==> src/rtl/alufpu_pkg.sv <==
`default_nettype none
// ============================================================================
// Module      : alufpu_pkg
// Description : Shared types and widths for the alufpu operand issue
//               sequencer: FSM state encoding, bus widths and the request
//               record buffered in the request FIFO.
// Revision    : 1.0 - initial release
// ============================================================================
package alufpu_pkg;

  localparam int DATA_W    = 32;
  localparam int ALUCTRL_W = 4;
  localparam int STAT_W    = 16;

  typedef enum logic [1:0] {
    ST_IDLE  = 2'd0,
    ST_ISSUE = 2'd1,
    ST_RESP  = 2'd2
  } state_e;

  typedef struct packed {
    logic                 fpu;
    logic [ALUCTRL_W-1:0] ctrl;
    logic [DATA_W-1:0]    a;
    logic [DATA_W-1:0]    b;
  } req_t;

endpackage
`default_nettype wire

==> src/rtl/alufpu_issue_if.sv <==
`default_nettype none
// ============================================================================
// Module      : alufpu_issue_if
// Description : Bundles the request handshake, the alufpu operand/result
//               buses and the response handshake of the issue sequencer.
//   slave  : sequencer side (takes requests, drives alufpu, returns results)
//   master : environment side (decode/register-read, alufpu, consumer)
// Revision    : 1.0 - initial release
// ============================================================================
interface alufpu_issue_if;
  import alufpu_pkg::*;

  // request handshake
  logic                 req_valid;
  logic                 req_ready;
  logic                 req_fpu;
  logic [ALUCTRL_W-1:0] req_ctrl;
  logic [DATA_W-1:0]    req_a;
  logic [DATA_W-1:0]    req_b;
  // alufpu operand buses
  logic [DATA_W-1:0]    busA;
  logic [DATA_W-1:0]    busB;
  logic [ALUCTRL_W-1:0] ALUctrl;
  logic [DATA_W-1:0]    fbusA;
  logic [DATA_W-1:0]    fbusB;
  logic                 FPUctrl;
  // alufpu results
  logic [DATA_W-1:0]    ALUout;
  logic [DATA_W-1:0]    FPUout;
  logic                 branch;
  // response handshake
  logic                 rsp_valid;
  logic                 rsp_ready;
  logic [DATA_W-1:0]    rsp_data;
  logic                 rsp_branch;
  logic                 rsp_fpu;

  modport slave (
    input  req_valid, req_fpu, req_ctrl, req_a, req_b,
    output req_ready,
    output busA, busB, ALUctrl, fbusA, fbusB, FPUctrl,
    input  ALUout, FPUout, branch,
    output rsp_valid, rsp_data, rsp_branch, rsp_fpu,
    input  rsp_ready
  );

  modport master (
    output req_valid, req_fpu, req_ctrl, req_a, req_b,
    input  req_ready,
    input  busA, busB, ALUctrl, fbusA, fbusB, FPUctrl,
    output ALUout, FPUout, branch,
    input  rsp_valid, rsp_data, rsp_branch, rsp_fpu,
    output rsp_ready
  );

endinterface
`default_nettype wire

==> src/rtl/alufpu_issue_fifo.sv <==
`default_nettype none
// ============================================================================
// Module      : alufpu_issue_fifo
// Description : Synchronous FIFO with registered occupancy count and a
//               combinational head read.
//   clk, rst       : clock, synchronous active-high reset
//   push, wr_data  : write request (ignored when full)
//   pop, rd_data   : read request (ignored when empty), head entry
//   full, empty    : status derived from the registered count
//   count          : occupancy, log2(DEPTH)+1 bits
// Revision    : 1.0 - initial release
// ============================================================================
module alufpu_issue_fifo #(
  parameter int DEPTH = 4,
  parameter int WIDTH = 8
) (
  input  logic                   clk,
  input  logic                   rst,
  input  logic                   push,
  input  logic [WIDTH-1:0]       wr_data,
  input  logic                   pop,
  output logic [WIDTH-1:0]       rd_data,
  output logic                   full,
  output logic                   empty,
  output logic [$clog2(DEPTH):0] count
);
  localparam int PTR_W = $clog2(DEPTH);
  localparam int CNT_W = PTR_W + 1;
  localparam logic [CNT_W-1:0] FULL_COUNT = CNT_W'(DEPTH);

  logic [WIDTH-1:0] mem_q [DEPTH];
  logic [PTR_W-1:0] wr_ptr_q, wr_ptr_d;
  logic [PTR_W-1:0] rd_ptr_q, rd_ptr_d;
  logic [CNT_W-1:0] count_q, count_d;
  logic             do_push, do_pop;

  assign full    = (count_q == FULL_COUNT);
  assign empty   = (count_q == '0);
  assign count   = count_q;
  assign rd_data = mem_q[rd_ptr_q];

  // A full FIFO refuses a push even when a pop frees a slot in the same
  // cycle, keeping the upstream ready a pure function of the count flops.
  assign do_push = push && !full;
  assign do_pop  = pop && !empty;

  always_comb begin
    wr_ptr_d = wr_ptr_q;
    rd_ptr_d = rd_ptr_q;
    count_d  = count_q;
    if (do_push) wr_ptr_d = wr_ptr_q + PTR_W'(1);
    if (do_pop)  rd_ptr_d = rd_ptr_q + PTR_W'(1);
    case ({do_push, do_pop})
      2'b10:   count_d = count_q + CNT_W'(1);
      2'b01:   count_d = count_q - CNT_W'(1);
      default: count_d = count_q;
    endcase
  end

  always_ff @(posedge clk) begin
    if (rst) begin
      wr_ptr_q <= '0;
      rd_ptr_q <= '0;
      count_q  <= '0;
    end else begin
      wr_ptr_q <= wr_ptr_d;
      rd_ptr_q <= rd_ptr_d;
      count_q  <= count_d;
    end
  end

  // Storage needs no reset: entries are only visible through the count.
  always_ff @(posedge clk) begin
    if (do_push) mem_q[wr_ptr_q] <= wr_data;
  end

endmodule
`default_nettype wire

==> src/rtl/alufpu_issue.sv <==
`default_nettype none
// ============================================================================
// Module      : alufpu_issue
// Description : Operand issue sequencer in front of a combinational alufpu.
//               Buffers ALU/FPU requests, drives one operation at a time on
//               registered operand buses, captures the result one cycle
//               later and returns it over a valid/ready handshake.
//   clk, rst : clock, synchronous active-high reset
//   bus      : alufpu_issue_if.slave (request, alufpu buses, response)
//   op_count_alu / op_count_fpu : saturating issue counters, present only
//              when ALUFPU_ISSUE_STATS_EN is defined
// Revision    : 1.0 - initial release
// ============================================================================
module alufpu_issue
  import alufpu_pkg::*;
#(
  parameter int DEPTH = 4
) (
  input  logic          clk,
  input  logic          rst,
  alufpu_issue_if.slave bus
`ifdef ALUFPU_ISSUE_STATS_EN
  ,
  output logic [STAT_W-1:0] op_count_alu,
  output logic [STAT_W-1:0] op_count_fpu
`endif
);
  localparam int CNT_W = $clog2(DEPTH) + 1;

  req_t             wr_req, head;
  logic             fifo_full, fifo_empty, pop_go;
  logic [CNT_W-1:0] fifo_count;
  logic             unused_fifo_count;

  state_e               state_q, state_d;
  logic                 fpu_op_q, fpu_op_d;
  logic [DATA_W-1:0]    bus_a_q, bus_a_d, bus_b_q, bus_b_d;
  logic [ALUCTRL_W-1:0] alu_ctrl_q, alu_ctrl_d;
  logic [DATA_W-1:0]    fbus_a_q, fbus_a_d, fbus_b_q, fbus_b_d;
  logic                 fpu_ctrl_q, fpu_ctrl_d;
  logic                 rsp_valid_q, rsp_valid_d;
  logic [DATA_W-1:0]    rsp_data_q, rsp_data_d;
  logic                 rsp_branch_q, rsp_branch_d;
  logic                 rsp_fpu_q, rsp_fpu_d;

  always_comb begin
    wr_req      = '0;
    wr_req.fpu  = bus.req_fpu;
    wr_req.ctrl = bus.req_ctrl;
    wr_req.a    = bus.req_a;
    wr_req.b    = bus.req_b;
  end

  alufpu_issue_fifo #(
    .DEPTH (DEPTH),
    .WIDTH ($bits(req_t))
  ) u_fifo (
    .clk     (clk),
    .rst     (rst),
    .push    (bus.req_valid),
    .wr_data (wr_req),
    .pop     (pop_go),
    .rd_data (head),
    .full    (fifo_full),
    .empty   (fifo_empty),
    .count   (fifo_count)
  );

  // Occupancy is a debug view only; the sequencer needs just full/empty.
  assign unused_fifo_count = ^fifo_count;

  assign bus.req_ready = !fifo_full;

  // The RESP handshake edge pops the next op straight into ISSUE, which is
  // what gives one op per two cycles under continuous rsp_ready.
  assign pop_go = !fifo_empty &&
                  ((state_q == ST_IDLE) || ((state_q == ST_RESP) && bus.rsp_ready));

  always_comb begin
    state_d      = state_q;
    fpu_op_d     = fpu_op_q;
    bus_a_d      = bus_a_q;
    bus_b_d      = bus_b_q;
    alu_ctrl_d   = alu_ctrl_q;
    fbus_a_d     = fbus_a_q;
    fbus_b_d     = fbus_b_q;
    fpu_ctrl_d   = fpu_ctrl_q;
    rsp_valid_d  = rsp_valid_q;
    rsp_data_d   = rsp_data_q;
    rsp_branch_d = rsp_branch_q;
    rsp_fpu_d    = rsp_fpu_q;

    case (state_q)
      ST_IDLE: state_d = ST_IDLE;
      ST_ISSUE: begin
        // alufpu has settled for a full cycle on the held buses
        rsp_valid_d  = 1'b1;
        rsp_data_d   = fpu_op_q ? bus.FPUout : bus.ALUout;
        rsp_branch_d = fpu_op_q ? 1'b0 : bus.branch;
        rsp_fpu_d    = fpu_op_q;
        state_d      = ST_RESP;
      end
      ST_RESP: begin
        if (bus.rsp_ready) begin
          rsp_valid_d = 1'b0;
          state_d     = ST_IDLE;
        end
      end
      default: state_d = ST_IDLE;
    endcase

    // The idle side of the bus pair is zeroed so only one unit sees operands.
    if (pop_go) begin
      state_d    = ST_ISSUE;
      fpu_op_d   = head.fpu;
      bus_a_d    = head.fpu ? '0 : head.a;
      bus_b_d    = head.fpu ? '0 : head.b;
      alu_ctrl_d = head.fpu ? '0 : head.ctrl;
      fbus_a_d   = head.fpu ? head.a : '0;
      fbus_b_d   = head.fpu ? head.b : '0;
      fpu_ctrl_d = head.fpu ? head.ctrl[0] : 1'b0;
    end
  end

  always_ff @(posedge clk) begin
    if (rst) begin
      state_q      <= ST_IDLE;
      fpu_op_q     <= 1'b0;
      bus_a_q      <= '0;
      bus_b_q      <= '0;
      alu_ctrl_q   <= '0;
      fbus_a_q     <= '0;
      fbus_b_q     <= '0;
      fpu_ctrl_q   <= 1'b0;
      rsp_valid_q  <= 1'b0;
      rsp_data_q   <= '0;
      rsp_branch_q <= 1'b0;
      rsp_fpu_q    <= 1'b0;
    end else begin
      state_q      <= state_d;
      fpu_op_q     <= fpu_op_d;
      bus_a_q      <= bus_a_d;
      bus_b_q      <= bus_b_d;
      alu_ctrl_q   <= alu_ctrl_d;
      fbus_a_q     <= fbus_a_d;
      fbus_b_q     <= fbus_b_d;
      fpu_ctrl_q   <= fpu_ctrl_d;
      rsp_valid_q  <= rsp_valid_d;
      rsp_data_q   <= rsp_data_d;
      rsp_branch_q <= rsp_branch_d;
      rsp_fpu_q    <= rsp_fpu_d;
    end
  end

  assign bus.busA       = bus_a_q;
  assign bus.busB       = bus_b_q;
  assign bus.ALUctrl    = alu_ctrl_q;
  assign bus.fbusA      = fbus_a_q;
  assign bus.fbusB      = fbus_b_q;
  assign bus.FPUctrl    = fpu_ctrl_q;
  assign bus.rsp_valid  = rsp_valid_q;
  assign bus.rsp_data   = rsp_data_q;
  assign bus.rsp_branch = rsp_branch_q;
  assign bus.rsp_fpu    = rsp_fpu_q;

`ifdef ALUFPU_ISSUE_STATS_EN
  logic [STAT_W-1:0] alu_cnt_q, alu_cnt_d;
  logic [STAT_W-1:0] fpu_cnt_q, fpu_cnt_d;

  // Counted on entry to ISSUE, i.e. on every pop; both saturate.
  always_comb begin
    alu_cnt_d = alu_cnt_q;
    fpu_cnt_d = fpu_cnt_q;
    if (pop_go && !head.fpu && (alu_cnt_q != '1)) alu_cnt_d = alu_cnt_q + STAT_W'(1);
    if (pop_go &&  head.fpu && (fpu_cnt_q != '1)) fpu_cnt_d = fpu_cnt_q + STAT_W'(1);
  end

  always_ff @(posedge clk) begin
    if (rst) begin
      alu_cnt_q <= '0;
      fpu_cnt_q <= '0;
    end else begin
      alu_cnt_q <= alu_cnt_d;
      fpu_cnt_q <= fpu_cnt_d;
    end
  end

  assign op_count_alu = alu_cnt_q;
  assign op_count_fpu = fpu_cnt_q;
`endif

endmodule
`default_nettype wire

==> src/flat_wrapper.sv <==
// flat-port wrapper written by rule: the top's interface ports become plain ports
module alufpu_issue_flat import alufpu_pkg::*;
#(
  parameter int DEPTH = 4
)
  (clk, rst, bus_req_valid, bus_req_fpu, bus_req_ctrl, bus_req_a, bus_req_b, bus_req_ready, bus_busA, bus_busB, bus_ALUctrl, bus_fbusA, bus_fbusB, bus_FPUctrl, bus_ALUout, bus_FPUout, bus_branch, bus_rsp_valid, bus_rsp_data, bus_rsp_branch, bus_rsp_fpu, bus_rsp_ready);
  alufpu_issue_if bus_i ();
  input  logic clk;
  input  logic rst;
  input wire logic [$bits(bus_i.req_valid)-1:0] bus_req_valid;
  input wire logic [$bits(bus_i.req_fpu)-1:0] bus_req_fpu;
  input wire logic [$bits(bus_i.req_ctrl)-1:0] bus_req_ctrl;
  input wire logic [$bits(bus_i.req_a)-1:0] bus_req_a;
  input wire logic [$bits(bus_i.req_b)-1:0] bus_req_b;
  output wire logic [$bits(bus_i.req_ready)-1:0] bus_req_ready;
  output wire logic [$bits(bus_i.busA)-1:0] bus_busA;
  output wire logic [$bits(bus_i.busB)-1:0] bus_busB;
  output wire logic [$bits(bus_i.ALUctrl)-1:0] bus_ALUctrl;
  output wire logic [$bits(bus_i.fbusA)-1:0] bus_fbusA;
  output wire logic [$bits(bus_i.fbusB)-1:0] bus_fbusB;
  output wire logic [$bits(bus_i.FPUctrl)-1:0] bus_FPUctrl;
  input wire logic [$bits(bus_i.ALUout)-1:0] bus_ALUout;
  input wire logic [$bits(bus_i.FPUout)-1:0] bus_FPUout;
  input wire logic [$bits(bus_i.branch)-1:0] bus_branch;
  output wire logic [$bits(bus_i.rsp_valid)-1:0] bus_rsp_valid;
  output wire logic [$bits(bus_i.rsp_data)-1:0] bus_rsp_data;
  output wire logic [$bits(bus_i.rsp_branch)-1:0] bus_rsp_branch;
  output wire logic [$bits(bus_i.rsp_fpu)-1:0] bus_rsp_fpu;
  input wire logic [$bits(bus_i.rsp_ready)-1:0] bus_rsp_ready;
  assign bus_i.req_valid = bus_req_valid;
  assign bus_i.req_fpu = bus_req_fpu;
  assign bus_i.req_ctrl = bus_req_ctrl;
  assign bus_i.req_a = bus_req_a;
  assign bus_i.req_b = bus_req_b;
  assign bus_req_ready = bus_i.req_ready;
  assign bus_busA = bus_i.busA;
  assign bus_busB = bus_i.busB;
  assign bus_ALUctrl = bus_i.ALUctrl;
  assign bus_fbusA = bus_i.fbusA;
  assign bus_fbusB = bus_i.fbusB;
  assign bus_FPUctrl = bus_i.FPUctrl;
  assign bus_i.ALUout = bus_ALUout;
  assign bus_i.FPUout = bus_FPUout;
  assign bus_i.branch = bus_branch;
  assign bus_rsp_valid = bus_i.rsp_valid;
  assign bus_rsp_data = bus_i.rsp_data;
  assign bus_rsp_branch = bus_i.rsp_branch;
  assign bus_rsp_fpu = bus_i.rsp_fpu;
  assign bus_i.rsp_ready = bus_rsp_ready;
  alufpu_issue #(.DEPTH(DEPTH)) u_core (.clk(clk), .rst(rst), .bus(bus_i));
endmodule
==> config.mk <==
export PLATFORM = sky130hd
export DESIGN_NAME = alufpu_issue_flat
export DESIGN_NICKNAME = d
export VERILOG_FILES = /design/src/rtl/alufpu_pkg.sv /design/src/rtl/alufpu_issue_if.sv /design/src/rtl/alufpu_issue_fifo.sv /design/src/rtl/alufpu_issue.sv /design/src/flat_wrapper.sv
export SDC_FILE = /design/constraint.sdc
export NUM_CORES = 1
export LEC_CHECK = 0
export CAP_MARGIN = 10
export CORE_ASPECT_RATIO = 1.1
export CORE_MARGIN = 2
export CORE_UTILIZATION = 57
export CTS_BUF_LIST = sky130_fd_sc_hd__clkbuf_8 sky130_fd_sc_hd__clkbuf_16
export CTS_CLUSTER_DIAMETER = 80
export DETAILED_ROUTE_END_ITERATION = 6
export HOLD_SLACK_MARGIN = 0.05
export PLACE_DENSITY = 0.93
export SETUP_SLACK_MARGIN = 0.2
export SLEW_MARGIN = 15
export SYNTH_ARGS = -nofsm -noshare
export SYNTH_HDL_FRONTEND = slang
export SYNTH_HIERARCHICAL = 1
export SYNTH_SLANG_ARGS = --single-unit
==> constraint.sdc <==
create_clock -name clk -period 5.6 [get_ports clk]
set_input_delay 1.4 -clock clk [delete_from_list [all_inputs] [get_ports clk]]
set_output_delay 1.4 -clock clk [all_outputs]
set_load 0.02 [all_outputs]
==> metrics.cfg <==
[critical_path]
cpMaxStageDelayCell=buf_4
endpoint_kind=flop
arrival_ps=3920
worstPathCellList=clkdlybuf4s50_1, nor2b_4, buf_4, buf_4, o21ai_0, a21oi_1
setup.worst_path.start_class=input pin
reg2reg_depth=5
cpPeakStageDelay_ps=740
worst_ep_required_time_ps=6050
crit_top_cell=buf_4
path_class=in -> reg
crit_path_max_fanout=79

[run_status]
status=complete, no violations

[synthesis]
ys_ff_latch=456
synth.most_common_cell=edfxtp_1
synth_top_family_by_area=multiplexers
netlist_area_mm2=0.0176
ys_warn_count=6
synthMuxAreaShare_pct=10.7
synth_top_cells_by_count=edfxtp_1 (276), dfxtp_1 (180), a21oi_1 (141)
synth_compound_area_share_pct=9.54
syn_nets=1351
ys_top_cells_by_area=edfxtp_1 (47%), dfxtp_1 (21%), mux4_2 (8.9%)
avgSynthCellArea_um2=14.5
syn_inst=1207
synth_top_area_share_pct=47.2
async_flop_share_pct=0
synth_xor_area_share_pct=0.150
synthAdderAreaFrac_pct=0.471
synth_simple_gate_area_share_pct=7.51
synth_edf_count=276
synth_top_area_cell=edfxtp_1
synth_flop_cell=edfxtp_1
synth_cell_types=38
yosysSeqAreaShare_pct=67.8

[sta]
drv_slew=0
finalSetupViolations=0
min_period_over_period_pct=61.9
hold_violations=0
fmax_ghz=0.288
slew-limit-headroom_pct=23.0
fin_skew_ps=24.9
rsz0062_at_grt=no
tightestPinTransition_ps=1150
post-route-worst-setup-slack_ps=2130
period_needed_ps=3470
hold_ws_ps=460
tns_ps=0

[die]
core_mm2=0.0304
die_y_um=188
die_x_um=171
design.portCount=307
initial_core_util_pct=57.7
fp-row-count=67
die_area_mm2=0.0322

[global_routing]
grt_overflow_total=0
antenna_found_initial=10
grt_first_pass_wirelength_um=65700
grtUsageTotal_pct=26.5
grt_pass1_vias=11800
grt_max_degree=135

[route]
wl_per_cell_um=22.8
wl_met1_um=15700
dr_total_vias=11800
met3_length_um=3850
antenna_left=0
viasPerCell=6.17
totalWireLength_um=43600
met2_length_um=22200
topRoutingLayerUsed=met5
drt_iter0_markers=1057
drt_pass1_iterations=5
drc=0

[layout]
num-nets-final=1595
final_layout_size_suffix_gt1_share_pct=11.9
fin_cells=1911
fin_area_mm2=0.0222
fillers=1844
area_delta_synth_final_pct=26.3

[power]
power_frac_seq_pct=41.4
power.density_mw_per_mm2=492
leakage_nw=6.98
p_clk_share_pct=27.1
comb_power_share_pct=31.5
max-vdd-ir-drop_v=0.000353
power_switching_mw=3.62
switching_share_pct=33.2
p_int_mw=7.28

[placed_design]
place_ws_ps=1670
hpwl_um=25900
dpl.cell_count=1817
portBuffers=306
gp_congestion=0.740
place_area_mm2=0.0206

[cts]
cts-hold-fix-buffers=0
cts_sinks=456
cts-htree-levels=2
clk_latency_ps=540
tritoncts=yes
cts_buffer_depth=3
cts_setup_buffers=0
cts_inserted_buffers=44
clk_pin_slew_worst_paths_ps=70
root_buffer=clkbuf_16
cts_resized=0

[min_path]
hold_path_class=reg -> reg
worstHoldPathCells=2

[job]
drv_cap=0

state kept, by name, indices dropped and copies added (netlist names), named ones only:
signal / count
u_core/u_fifo/wr_ptr_q: 2
u_core/state_q: 2
u_core/bus.rsp_branch: 1
u_core/fpu_op_q: 1
u_core/bus.fbusB: 32
u_core/u_fifo/count: 3
u_core/u_fifo/rd_ptr_q: 2
u_core/u_fifo/mem_q: 276
u_core/bus.rsp_valid: 1
u_core/bus.ALUctrl: 4
u_core/bus.rsp_fpu: 1
u_core/bus.FPUctrl: 1
u_core/bus.rsp_data: 32
u_core/bus.busB: 32
u_core/bus.fbusA: 32
u_core/bus.busA: 32
cells in the final DEF (no fill, tap or decap), drive strengths merged, types with 13 or more instances in the layout:
master,synthesis,final
a21oi,141,141
nand4b,68,68
inv,9,15
clkbuf,57,53
clkdlybuf4s50,0,305
mux2i,33,33
clkinv,0,16
a211oi,32,32
nor2,41,41
mux4,69,69
buf,63,13
nand4,65,65
o21ai,138,138
dfxtp,180,180
edfxtp,276,276
cell families (layout without fill, tap and decap cells):
| kind of cell | Yosys count | after routing |
|---|---|---|
| flops | 456 | 456 |
| buf+inv | 129 | 409 |
| xor+xnor | 3 | 3 |
| fa+ha+maj | 6 | 6 |
| simple gates | 199 | 199 |
| compound gates | 312 | 312 |
| mux | 102 | 102 |
| other cells | 0 | 10 |
power groups by stage:
stage | Sequential, mW | Clock, mW | Combinational (mW)
global route | 4.58 | 3.12 | 3.65
global placement | 4.54 | 0 | 3.26
floorplan | 4.92 | 0 | 1.73
detailed placement | 4.58 | 0 | 3.37
CTS | 4.52 | 3.00 | 3.40
finish | 4.52 | 2.95 | 3.43
worst paths after layout:
check | start | end | slack, ps
worst max register to register | u_core/u_fifo/count[1] | u_core/bus.fbusB[14] | 2680
worst max-delay path | bus_rsp_ready | u_core/bus.fbusB[14] | 2130
worst min-delay path | u_core/bus.rsp_fpu | u_core/bus.rsp_fpu | 460
worst min register to register | u_core/bus.rsp_fpu | u_core/bus.rsp_fpu | 460
area by class of cell:
cell class / count / area [µm²] / area share [%]
clock buffers: 53 / 1270 / 5.73
inverters: 9 / 33.8 / 0.152
clock inverters: 29 / 218 / 0.982
multi-input cells: 622 / 5020 / 22.7
repair buffers: 318 / 3190 / 14.4
diodes: 10 / 25.0 / 0.113
well taps: 414 / 518 / 2.34
flip-flops and latches: 456 / 11900 / 53.7
stage by stage:
| step | total power, mW | utilization, % |
|---|---|---|
| 6_report | 10.9 | 72.9 |
| 3_3_place_gp | 7.79 | 67.7 |
| 4_1_cts | 10.9 | 72.6 |
| 5_1_grt | 11.4 | 72.9 |
| 2_1_floorplan | 6.64 | - |
| 3_5_place_dp | 7.95 | 67.7 |
critical path: cells and delay by family:
kind / cells / cell delay [ps]
buffers and inverters: 3 / 1730
and+or+nand+nor: 1 / 170
AOI/OAI and AO/OA: 2 / 460
routing by layer:
metal  up-vias  track usage [%]
met5         -                0
met2       664             45.8
met4         2             12.2
met3       110             5.70
met1      5789             31.8
li1       5220                -
Note: power is estimated with default switching activity, not from simulation.
